## src/rtl/battle_phase_ctrl_if.sv

```systemverilog
// rtl/battle_phase_ctrl_if.sv - player/board/display signal bundle for battle_phase_ctrl
interface battle_phase_ctrl_if;
  logic       tick_1hz;
  logic       confirm;
  logic [2:0] ship_amount;
  logic       place_valid;
  logic       shot_valid;
  logic       result_valid;
  logic       result_sunk;
  logic [3:0] state;
  logic       ships_decided;
  logic       place_strobe;
  logic [2:0] ships_placed;
  logic       fire_strobe;
  logic       auto_fire;
  logic       pc_fire_strobe;
  logic [3:0] turn_timer;
  logic [2:0] player_score;
  logic [2:0] pc_score;

  modport slave (
    input  tick_1hz, confirm, ship_amount, place_valid, shot_valid, result_valid, result_sunk,
    output state, ships_decided, place_strobe, ships_placed, fire_strobe, auto_fire,
           pc_fire_strobe, turn_timer, player_score, pc_score
  );

  modport master (
    output tick_1hz, confirm, ship_amount, place_valid, shot_valid, result_valid, result_sunk,
    input  state, ships_decided, place_strobe, ships_placed, fire_strobe, auto_fire,
           pc_fire_strobe, turn_timer, player_score, pc_score
  );
endinterface

```

## src/rtl/battle_phase_ctrl.sv

```systemverilog
// rtl/battle_phase_ctrl.sv - battleship game phase sequencer (decide, place, alternate turns, win/lose)
module battle_phase_ctrl #(
  parameter int TURN_SECS = 15,
  parameter int MAX_SHIPS = 5
) (
  input logic               clk,
  input logic               rst,
  battle_phase_ctrl_if.slave bus
);
  typedef enum logic [3:0] {
    IDLE    = 4'd0,
    DECIDE  = 4'd1,
    PLACE   = 4'd2,
    P_TURN  = 4'd3,
    P_WAIT  = 4'd4,
    PC_TURN = 4'd5,
    PC_WAIT = 4'd6,
    WIN     = 4'd7,
    LOSE    = 4'd8
  } phase_e;

  localparam logic [3:0] TURN_RELOAD = 4'(TURN_SECS);
  localparam logic [2:0] MAX_AMOUNT  = 3'(MAX_SHIPS);

  phase_e     state_q, state_d;
  logic       confirm_q;
  logic [2:0] amount_q, amount_d;
  logic [2:0] ships_placed_q, ships_placed_d;
  logic [2:0] player_score_q, player_score_d;
  logic [2:0] pc_score_q, pc_score_d;
  logic [3:0] turn_timer_q, turn_timer_d;
  logic       ships_decided_q, ships_decided_d;
  logic       place_strobe_q, place_strobe_d;
  logic       fire_strobe_q, fire_strobe_d;
  logic       auto_fire_q, auto_fire_d;
  logic       pc_fire_strobe_q, pc_fire_strobe_d;

  logic       press;
  logic [2:0] player_score_inc;
  logic [2:0] pc_score_inc;

  assign press            = bus.confirm & ~confirm_q;
  assign player_score_inc = player_score_q + {2'b00, bus.result_sunk};
  assign pc_score_inc     = pc_score_q + {2'b00, bus.result_sunk};

  always_comb begin
    state_d          = state_q;
    amount_d         = amount_q;
    ships_placed_d   = ships_placed_q;
    player_score_d   = player_score_q;
    pc_score_d       = pc_score_q;
    turn_timer_d     = turn_timer_q;
    ships_decided_d  = 1'b0;
    place_strobe_d   = 1'b0;
    fire_strobe_d    = 1'b0;
    auto_fire_d      = 1'b0;
    pc_fire_strobe_d = 1'b0;

    case (state_q)
      IDLE: begin
        if (press) begin
          state_d        = DECIDE;
          amount_d       = 3'd0;
          ships_placed_d = 3'd0;
          player_score_d = 3'd0;
          pc_score_d     = 3'd0;
        end
      end
      DECIDE: begin
        if (press && bus.ship_amount != 3'd0 && bus.ship_amount <= MAX_AMOUNT) begin
          amount_d        = bus.ship_amount;
          ships_decided_d = 1'b1;
          state_d         = PLACE;
        end
      end
      PLACE: begin
        // The full-fleet check takes priority so the count can never overshoot.
        if (ships_placed_q >= amount_q) begin
          state_d      = P_TURN;
          turn_timer_d = TURN_RELOAD;
        end else if (press && bus.place_valid) begin
          ships_placed_d = ships_placed_q + 3'd1;
          place_strobe_d = 1'b1;
        end
      end
      P_TURN: begin
        if (bus.tick_1hz && turn_timer_q != 4'd0) begin
          turn_timer_d = turn_timer_q - 4'd1;
        end
        if (press && bus.shot_valid) begin
          fire_strobe_d = 1'b1;
          state_d       = P_WAIT;
        end else if (bus.tick_1hz && turn_timer_q == 4'd1) begin
          fire_strobe_d = 1'b1;
          auto_fire_d   = 1'b1;
          state_d       = P_WAIT;
        end
      end
      P_WAIT: begin
        if (bus.result_valid) begin
          player_score_d = player_score_inc;
          if (player_score_inc == amount_q) begin
            state_d = WIN;
          end else begin
            state_d          = PC_TURN;
            pc_fire_strobe_d = 1'b1;
          end
        end
      end
      PC_TURN: begin
        state_d = PC_WAIT;
      end
      PC_WAIT: begin
        if (bus.result_valid) begin
          pc_score_d = pc_score_inc;
          if (pc_score_inc == amount_q) begin
            state_d = LOSE;
          end else begin
            state_d      = P_TURN;
            turn_timer_d = TURN_RELOAD;
          end
        end
      end
      WIN, LOSE: begin
        if (press) begin
          state_d        = IDLE;
          amount_d       = 3'd0;
          ships_placed_d = 3'd0;
          player_score_d = 3'd0;
          pc_score_d     = 3'd0;
        end
      end
      default: state_d = IDLE;
    endcase
  end

  // confirm_q resets high so a button held through reset is not seen as a press.
  always_ff @(posedge clk or posedge rst) begin
    if (rst) begin
      state_q          <= IDLE;
      confirm_q        <= 1'b1;
      amount_q         <= 3'd0;
      ships_placed_q   <= 3'd0;
      player_score_q   <= 3'd0;
      pc_score_q       <= 3'd0;
      turn_timer_q     <= 4'd0;
      ships_decided_q  <= 1'b0;
      place_strobe_q   <= 1'b0;
      fire_strobe_q    <= 1'b0;
      auto_fire_q      <= 1'b0;
      pc_fire_strobe_q <= 1'b0;
    end else begin
      state_q          <= state_d;
      confirm_q        <= bus.confirm;
      amount_q         <= amount_d;
      ships_placed_q   <= ships_placed_d;
      player_score_q   <= player_score_d;
      pc_score_q       <= pc_score_d;
      turn_timer_q     <= turn_timer_d;
      ships_decided_q  <= ships_decided_d;
      place_strobe_q   <= place_strobe_d;
      fire_strobe_q    <= fire_strobe_d;
      auto_fire_q      <= auto_fire_d;
      pc_fire_strobe_q <= pc_fire_strobe_d;
    end
  end

  assign bus.state          = state_q;
  assign bus.ships_decided  = ships_decided_q;
  assign bus.place_strobe   = place_strobe_q;
  assign bus.ships_placed   = ships_placed_q;
  assign bus.fire_strobe    = fire_strobe_q;
  assign bus.auto_fire      = auto_fire_q;
  assign bus.pc_fire_strobe = pc_fire_strobe_q;
  assign bus.turn_timer     = turn_timer_q;
  assign bus.player_score   = player_score_q;
  assign bus.pc_score       = pc_score_q;
endmodule

```

## src/flat_wrapper.sv

```systemverilog
// flat-port wrapper written by rule: the top's interface ports become plain ports
module battle_phase_ctrl_flat 
#(
  parameter int TURN_SECS = 15,
  parameter int MAX_SHIPS = 5
)
  (clk, rst, bus_tick_1hz, bus_confirm, bus_ship_amount, bus_place_valid, bus_shot_valid, bus_result_valid, bus_result_sunk, bus_state, bus_ships_decided, bus_place_strobe, bus_ships_placed, bus_fire_strobe, bus_auto_fire, bus_pc_fire_strobe, bus_turn_timer, bus_player_score, bus_pc_score);
  battle_phase_ctrl_if bus_i ();
  input logic clk;
  input logic rst;
  input wire logic [$bits(bus_i.tick_1hz)-1:0] bus_tick_1hz;
  input wire logic [$bits(bus_i.confirm)-1:0] bus_confirm;
  input wire logic [$bits(bus_i.ship_amount)-1:0] bus_ship_amount;
  input wire logic [$bits(bus_i.place_valid)-1:0] bus_place_valid;
  input wire logic [$bits(bus_i.shot_valid)-1:0] bus_shot_valid;
  input wire logic [$bits(bus_i.result_valid)-1:0] bus_result_valid;
  input wire logic [$bits(bus_i.result_sunk)-1:0] bus_result_sunk;
  output wire logic [$bits(bus_i.state)-1:0] bus_state;
  output wire logic [$bits(bus_i.ships_decided)-1:0] bus_ships_decided;
  output wire logic [$bits(bus_i.place_strobe)-1:0] bus_place_strobe;
  output wire logic [$bits(bus_i.ships_placed)-1:0] bus_ships_placed;
  output wire logic [$bits(bus_i.fire_strobe)-1:0] bus_fire_strobe;
  output wire logic [$bits(bus_i.auto_fire)-1:0] bus_auto_fire;
  output wire logic [$bits(bus_i.pc_fire_strobe)-1:0] bus_pc_fire_strobe;
  output wire logic [$bits(bus_i.turn_timer)-1:0] bus_turn_timer;
  output wire logic [$bits(bus_i.player_score)-1:0] bus_player_score;
  output wire logic [$bits(bus_i.pc_score)-1:0] bus_pc_score;
  assign bus_i.tick_1hz = bus_tick_1hz;
  assign bus_i.confirm = bus_confirm;
  assign bus_i.ship_amount = bus_ship_amount;
  assign bus_i.place_valid = bus_place_valid;
  assign bus_i.shot_valid = bus_shot_valid;
  assign bus_i.result_valid = bus_result_valid;
  assign bus_i.result_sunk = bus_result_sunk;
  assign bus_state = bus_i.state;
  assign bus_ships_decided = bus_i.ships_decided;
  assign bus_place_strobe = bus_i.place_strobe;
  assign bus_ships_placed = bus_i.ships_placed;
  assign bus_fire_strobe = bus_i.fire_strobe;
  assign bus_auto_fire = bus_i.auto_fire;
  assign bus_pc_fire_strobe = bus_i.pc_fire_strobe;
  assign bus_turn_timer = bus_i.turn_timer;
  assign bus_player_score = bus_i.player_score;
  assign bus_pc_score = bus_i.pc_score;
  battle_phase_ctrl #(.TURN_SECS(TURN_SECS), .MAX_SHIPS(MAX_SHIPS)) u_core (.clk(clk), .rst(rst), .bus(bus_i));
endmodule
```

## config.mk

```make
export PLATFORM = sky130hd
export DESIGN_NAME = battle_phase_ctrl_flat
export DESIGN_NICKNAME = d
export VERILOG_FILES = /design/src/rtl/battle_phase_ctrl_if.sv /design/src/rtl/battle_phase_ctrl.sv /design/src/flat_wrapper.sv
export SDC_FILE = /design/constraint.sdc
export NUM_CORES = 1
export LEC_CHECK = 0
export ABC_CLOCK_PERIOD_IN_PS = 2500
export CORE_UTILIZATION = 51
export CTS_CLUSTER_SIZE = 8
export DETAILED_ROUTE_END_ITERATION = 10
export MAX_ROUTING_LAYER = met4
export PLACE_DENSITY = 0.82
export REMOVE_ABC_BUFFERS = 1
export SYNTH_ARGS = -nofsm -noshare
export SYNTH_HDL_FRONTEND = slang
export SYNTH_SLANG_ARGS = --single-unit
```

## constraint.sdc

```tcl
create_clock -name clk -period 2.5 [get_ports clk]
set_input_delay 0.5 -clock clk [delete_from_list [all_inputs] [get_ports clk]]
set_output_delay 0.5 -clock clk [all_outputs]
set_load 0.02 [all_outputs]
```

== Yosys cells after proc, flatten, opt, wreduce, memory -nomap -nowiden ==
Index checks and enable logic that the tools add are counted.

* Output and inout bits: 22
* Memories kept: 0
* Memory bits (writable): 0
* Bits in read-only memories: 0
* Logic and storage cells: 104
* Bits of input ports: 11
* Register bits: 26
* Latch bits: 0

* Mux-type cells: 39
* Shifts and indexed selects: 0
* $lt $le $gt $ge: 2
* $mul: 0
* Reductions and logical operators: 22
* Add/subtract/negate cells: 4
* Div/mod/pow operators: 0
* Bitwise gates (word level): 2
* Equality and inequality tests: 23

{| class="wikitable"
|+ Operator list
! operator !! count
|-
| 4-bit 2-to-1 mux || 13
|-
| 4-bit one-hot mux with 8 select lines || 1
|-
| 3-bit one-hot mux with 2 select lines || 4
|-
| 3-bit 2-to-1 mux || 6
|-
| 4-bit by 3-bit equality test with 1-bit output (second input constant) || 4
|-
| 2-bit by 1-bit inequality test with 1-bit output (second input constant) || 7
|-
| 1-bit 2-to-1 mux || 13
|-
| 4-bit one-hot mux with 3 select lines || 1
|-
| 3-bit AND reduction || 3
|-
| 4-bit by 1-bit equality test with 1-bit output (second input constant) || 2
|-
| 4-bit by 2-bit equality test with 1-bit output (second input constant) || 2
|-
| 2-bit inequality test (second input constant) || 4
|-
| 2-bit nonzero test || 4
|-
| 7-bit AND reduction || 1
|-
| 3-bit by 1-bit adder with 3-bit output || 2
|-
| 3-bit equality test || 2
|-
| 1-bit logical AND || 6
|-
| 3-bit nonzero test || 2
|-
| 5-bit AND reduction || 1
|-
| 4-bit equality test (second input constant) || 1
|-
| 4-bit logical NOT || 1
|-
| 4-bit AND reduction || 1
|-
| 4-bit nonzero test || 1
|-
| 4-bit by 1-bit subtractor with 4-bit output (second input constant) || 1
|-
| other kinds (9) || 9
|}

== Logic depth before layout (Yosys ltp) ==
* Word-level depth: 6
* Gate-level depth with buffers: 7
* Depth with buffers taken out: 7

== Worst setup path after synthesis ==
No wires, ideal clock.

* Path kind: reg-to-reg
* From: reg u_core.ships_placed_q[0] (netlist: u_core.bus.ships_placed[0])
* To: reg u_core.state_q[1] (netlist: u_core.bus.state[1])
* Period minus slack after synthesis: 2084 ps
* Path buffers: 0
* Arrival: 1981 ps
* Setup slack: 416 ps
* Setup time: 104 ps
* Cell stages (with the launch flop): 8
* Required time: 2396 ps
* Path through: dfrtp_1 inv_1 ha_1 nor3b_1 o211a_2 a221o_1 or2_4 o41ai_2

* Longest elaborated chain between the ends: 3

{| class="wikitable"
|+ RTL lines
! item !! RTL line !! RTL
|-
| start: declaration || battle_phase_ctrl.sv:28 || <nowiki>logic [2:0] ships_placed_q, ships_placed_d;</nowiki>
|-
| start signal: assignment || battle_phase_ctrl.sv:156 || <nowiki>ships_placed_q <= ships_placed_d;</nowiki>
|-
| 3-bit >= comparator || battle_phase_ctrl.sv:78 || <nowiki>if (ships_placed_q >= amount_q) begin</nowiki>
|-
| 2-bit by 1-bit inequality test with 1-bit output (no source line) || - ||
|-
| 7-bit AND reduction (no source line) || - ||
|-
| end signal: assignment || battle_phase_ctrl.sv:153 || <nowiki>state_q <= state_d;</nowiki>
|-
| end: declaration || battle_phase_ctrl.sv:25 || <nowiki>phase_e state_q, state_d;</nowiki>
|}

Every way passes these cells.
A chain may end at the register's enable or synchronous reset.

== Final worst setup path ==
* From: in bus_result_sunk
* To: reg u_core.state_q[1] (netlist: u_core.bus.state[1])

* Longest elaborated chain between the ends: 5
* Elaborated cells on any way between the ends: 9
* Those cells by class: add/sub: 2; eq/ne: 2; mux: 5

{| class="wikitable"
|+ RTL lines
! item !! RTL line !! RTL
|-
| start: declaration || flat_wrapper.sv:17 || <nowiki>input wire logic [$bits(bus_i.result_sunk)-1:0] bus_result_sunk;</nowiki>
|-
| 3-bit by 1-bit adder with 3-bit output (on tied branches) || battle_phase_ctrl.sv:44, battle_phase_ctrl.sv:43 ||
|-
| 3-bit equality test (on tied branches) || battle_phase_ctrl.sv:116, battle_phase_ctrl.sv:102 ||
|-
| 4-bit 2-to-1 mux / 2-bit 2-to-1 mux (equally long branches) || battle_phase_ctrl.sv:116, battle_phase_ctrl.sv:102 ||
|-
| 4-bit 2-to-1 mux (on tied branches) || battle_phase_ctrl.sv:114, battle_phase_ctrl.sv:100 ||
|-
| 4-bit one-hot mux with 8 select lines * || battle_phase_ctrl.sv:59 || <nowiki>case (state_q)</nowiki>
|}

Mark *: on every way between the ends. The rest lies on a longest branch, timed or not. The select of a mux whose other input is x is not followed.

==> impl_summary.log <==
[metrics] count of final hold-check violations: 0
[metrics] clock-pin slew on the worst setup and hold paths: about 0.15 ns
[metrics] die area: around 3400 um^2
[metrics] Static Leak: approximately 0.87 nW
[metrics] synthesized instance count: around 170
[metrics] Cell Chain, Critical Path: clkdlybuf4s50_1 > ha_1 > ha_1 > xnor2_1 > xnor2_1 > nor3_1 > a221oi_1 > o41ai_2
[metrics] Worst setup SP type: input port
[metrics] Setup Viol. Count Final: 0
[metrics] required time worst endpoint: 2.72 ns
[metrics] worst voltage drop across the vdd grid: 392 uV
[metrics] overall fraction of global-route tracks in use: 25.5%
[metrics] final routed wirelength across all metal layers: 3760 um
[metrics] crit path DAT: approximately 2.4 ns
[metrics] standard-cell rows: 20
[metrics] clock tree buffer depth: 2
[metrics] clock network power share: 8.8%
[metrics] most common library cell in the layout ignoring fill and taps: sky130_fd_sc_hd__clkdlybuf4s50_1
[metrics] post-route fraction of the period consumed by the critical path: 87.3%
[metrics] power density over the cells: approximately 1100 nW/um^2
[metrics] FF+latch count, synth: 26
[metrics] register area: approximately 650 um^2
[metrics] Final TNS setup: 0 ns
[metrics] y dimension of the die: roughly 58 um
[metrics] Switching Power: 0.981 mW
[metrics] pins over their slew limit: 0
[metrics] detailed-placement wirelength estimate: 2870 um
[metrics] final total power: roughly 2.1 mW
[metrics] diode insertion count for antenna repair: 0
[metrics] number of design-rule violations left by the first detailed-router iteration: 84
[metrics] type of the worst min-delay path: input port to async pin
[metrics] share of layout cells above drive strength 1: 9.18%
[metrics] Comb power frac: 57.0%
[metrics] fillers: ~250
[metrics] number of buffer and inverter instances along the worst setup path: 1
[metrics] Clock Skew: between 0.006 and 0.007 ns
[metrics] total area of multi-input combinational cells: a little under 900 um^2
[metrics] Cell variety after synth: between 40 and 50
[metrics] worst max-slew margin expressed relative to the limit: about 64%
[metrics] Internal: approximately 1.2 mW
[metrics] Overflow after GRT: 0
[metrics] remaining routing DRC violations: 0
[metrics] number of global-route vias before repair: 1424
[metrics] part of the total power dissipated in sequential elements: around a third
[metrics] # IOs: 33
[metrics] width of the die: about 58 um
[metrics] number of buffers inserted by port buffering: 32
[metrics] Clock Root Buffer: sky130_fd_sc_hd__clkbuf_4
[metrics] Sw Share: a little under half
[metrics] total iterations of the first detailed-routing run: 4
[metrics] most frequent cells in the layout: sky130_fd_sc_hd__clkdlybuf4s50_1 (32), sky130_fd_sc_hd__dfrtp_1 (25), sky130_fd_sc_hd__o21ai_0 (15)
[metrics] number of hold buffers added after CTS: 0
[metrics] sequential element share of the synthesized area: around two fifths
[metrics] Post-Synthesis Cell Area: approximately 1600 um^2
[metrics] post-cts gate resize count: 0
[metrics] Starting Density: a little over half
[metrics] CTS H-Tree Depth: 1
[metrics] clock buffers created by TritonCTS: 3
[metrics] CP top delay family: compound AO/OA/AOI/OAI gates
[metrics] largest fanout on the critical path: 2
[metrics] remaining number of nets flagged by the antenna check after routing: 0
[metrics] number of sinks driven by the clock tree: 26
[metrics] antenna violations before repair: 0
[metrics] Critical Path Sink Type: flop
[metrics] buffers inserted during post-CTS setup optimization: 0
[metrics] largest net degree at the start of global routing: 16
[metrics] CP max stage cell: sky130_fd_sc_hd__clkdlybuf4s50_1
[metrics] CP peak stage delay: about 0.43 ns
[metrics] FMAX: approximately 0.46 GHz
[metrics] number of vias per cell: approximately 5.7
[metrics] number of max-capacitance violations reported: 0
[metrics] TritonCTS clock tree: built
[metrics] post-synthesis to final-layout area growth: 25.6%
[metrics] outcome: finished, final reports clean
[metrics] post-layout minimum cycle time: ~2.2 ns
[metrics] number of flops mapped to enable cells by yosys: 0
[metrics] nets@finish: about 230
[metrics] total vias in the final route: 1436
[metrics] worst setup path class: input port to flop
[metrics] GPL Wtd Cong: 0.961
[metrics] Post-synth ARST share: 100%
[metrics] transition time of the tightest slew-check pin: around 0.54 ns
[metrics] worst-skew pair later-pin latency: between 0.3 and 0.4 ns
[metrics] Primary FF master, synth: sky130_fd_sc_hd__dfrtp_1
[metrics] area of the core: around 3000 um^2
[metrics] setup repair after global routing missed its margin: false
[metrics] yosys synthesis warning count: 0
[metrics] Syn Area/Cell: 9.35 um^2
[metrics] Routed WL per cell: 15.0 um
[metrics] global-route wire length before repair: about 6500 um
[sequential cells by signal, indices dropped and copies added, names as in the netlist]
signal / cells
u_core.bus.auto_fire: 1
u_core.bus.pc_score: 3
u_core.amount_q: 3
u_core.bus.pc_fire_strobe: 1
u_core.bus.state: 4
u_core.confirm_q: 1
u_core.bus.place_strobe: 1
u_core.bus.ships_decided: 1
u_core.bus.turn_timer: 4
u_core.bus.player_score: 3
u_core.bus.ships_placed: 3
u_core.bus.fire_strobe: 1
[final timing paths]
| path | slack (ns) | startpoint | cells after the start | to |
|---|---|---|---|---|
| max in group asynchronous | 1.35 | rst | 3 | u_core.confirm_q$_DFF_PP1_ |
| setup / recovery | 0.32 | bus_result_sunk | 8 | u_core.bus.state[1]$_DFFE_PP0P_ |
| setup reg to reg | 0.35 | u_core.amount_q[1]$_DFFE_PP0P_ | 7 | u_core.bus.state[1]$_DFFE_PP0P_ |
| hold / removal | 0.50 | rst | 2 | u_core.bus.place_strobe$_DFF_PP0_ |
| min in group clk | 0.53 | u_core.bus.turn_timer[3]$_DFFE_PP0P_ | 1 | u_core.bus.turn_timer[3]$_DFFE_PP0P_ |
| hold reg to reg | 0.53 | u_core.bus.turn_timer[3]$_DFFE_PP0P_ | 1 | u_core.bus.turn_timer[3]$_DFFE_PP0P_ |
[cell type report]
type	instances	area share, %
clock buffers	4	1.30
inverters	11	2.04
multi-input cells	129	44.0
flip-flops and latches	26	32.3
well taps	44	2.72
repair buffers	37	17.7
[kinds of logic (layout without fill, tap and decap cells)]
logic type / after synthesis / in the layout / share of synthesized area (%)
flops: 26 / 26 / 40.5
compound gates: 48 / 48 / 20.6
fa+ha+maj: 10 / 10 / 7.78
simple gates: 59 / 59 / 18.8
mux: 5 / 5 / 3.34
buf+inv: 17 / 52 / 4.28
xor+xnor: 7 / 7 / 4.67
[power by group through the flow]
| stage | combinational (mW) | sequential [mW] | clock [mW] |
|---|---|---|---|
| 2_1_floorplan | 0.701 | 0.799 | 0 |
| 3_3_place_gp | 1.17 | 0.724 | 0 |
| 3_5_place_dp | 1.21 | 0.735 | 0 |
| 4_1_cts | 1.22 | 0.728 | 0.190 |
| 5_1_grt | 1.35 | 0.749 | 0.216 |
| 6_report | 1.22 | 0.734 | 0.190 |
[Yosys cell counts, drive strengths merged, types with 3 or more instances]
cell type	count	share of area, %
nor2b	5	1.9
and2	3	1.2
o21ai	17	5.3
ha	10	7.8
clkbuf	3	0.78
a21oi	6	2.1
a211oi	3	1.7
o31ai	4	1.9
dfrtp	25	39
mux2	3	2.1
buf	3	0.93
nand2	14	3.3
nor3	6	1.9
nor2	13	3.0
nand3	9	2.8
xnor2	4	2.2
inv	11	2.6
[metal layers]
layer  track usage (%)  part of all wire [%]  routed length (um)  vias up
met2              41.5                    50                1880       65
li1                  -                     -                   -      685
met3              3.13                   5.9                 222        6
met5                 -                     0                   0        -
met1              33.3                    43                1620      680
met4              7.48                   1.2                  45        0
[metrics by stage]
step	setup WS, ns	std cells	area (um^2)	hold WS [ns]	utilization [%]
after CTS	0.313	251	2020	0.528	66.7
after global placement	0.0369	247	1990	0.509	65.9
after floorplan	0.302	166	1580	0.504	-
after detailed placement	-0.0113	247	1990	0.515	65.9
final	0.317	251	2020	0.498	66.7
after global routing	0.191	251	2020	0.543	66.7
No activity file was read; power rests on OpenSTA's default activity.
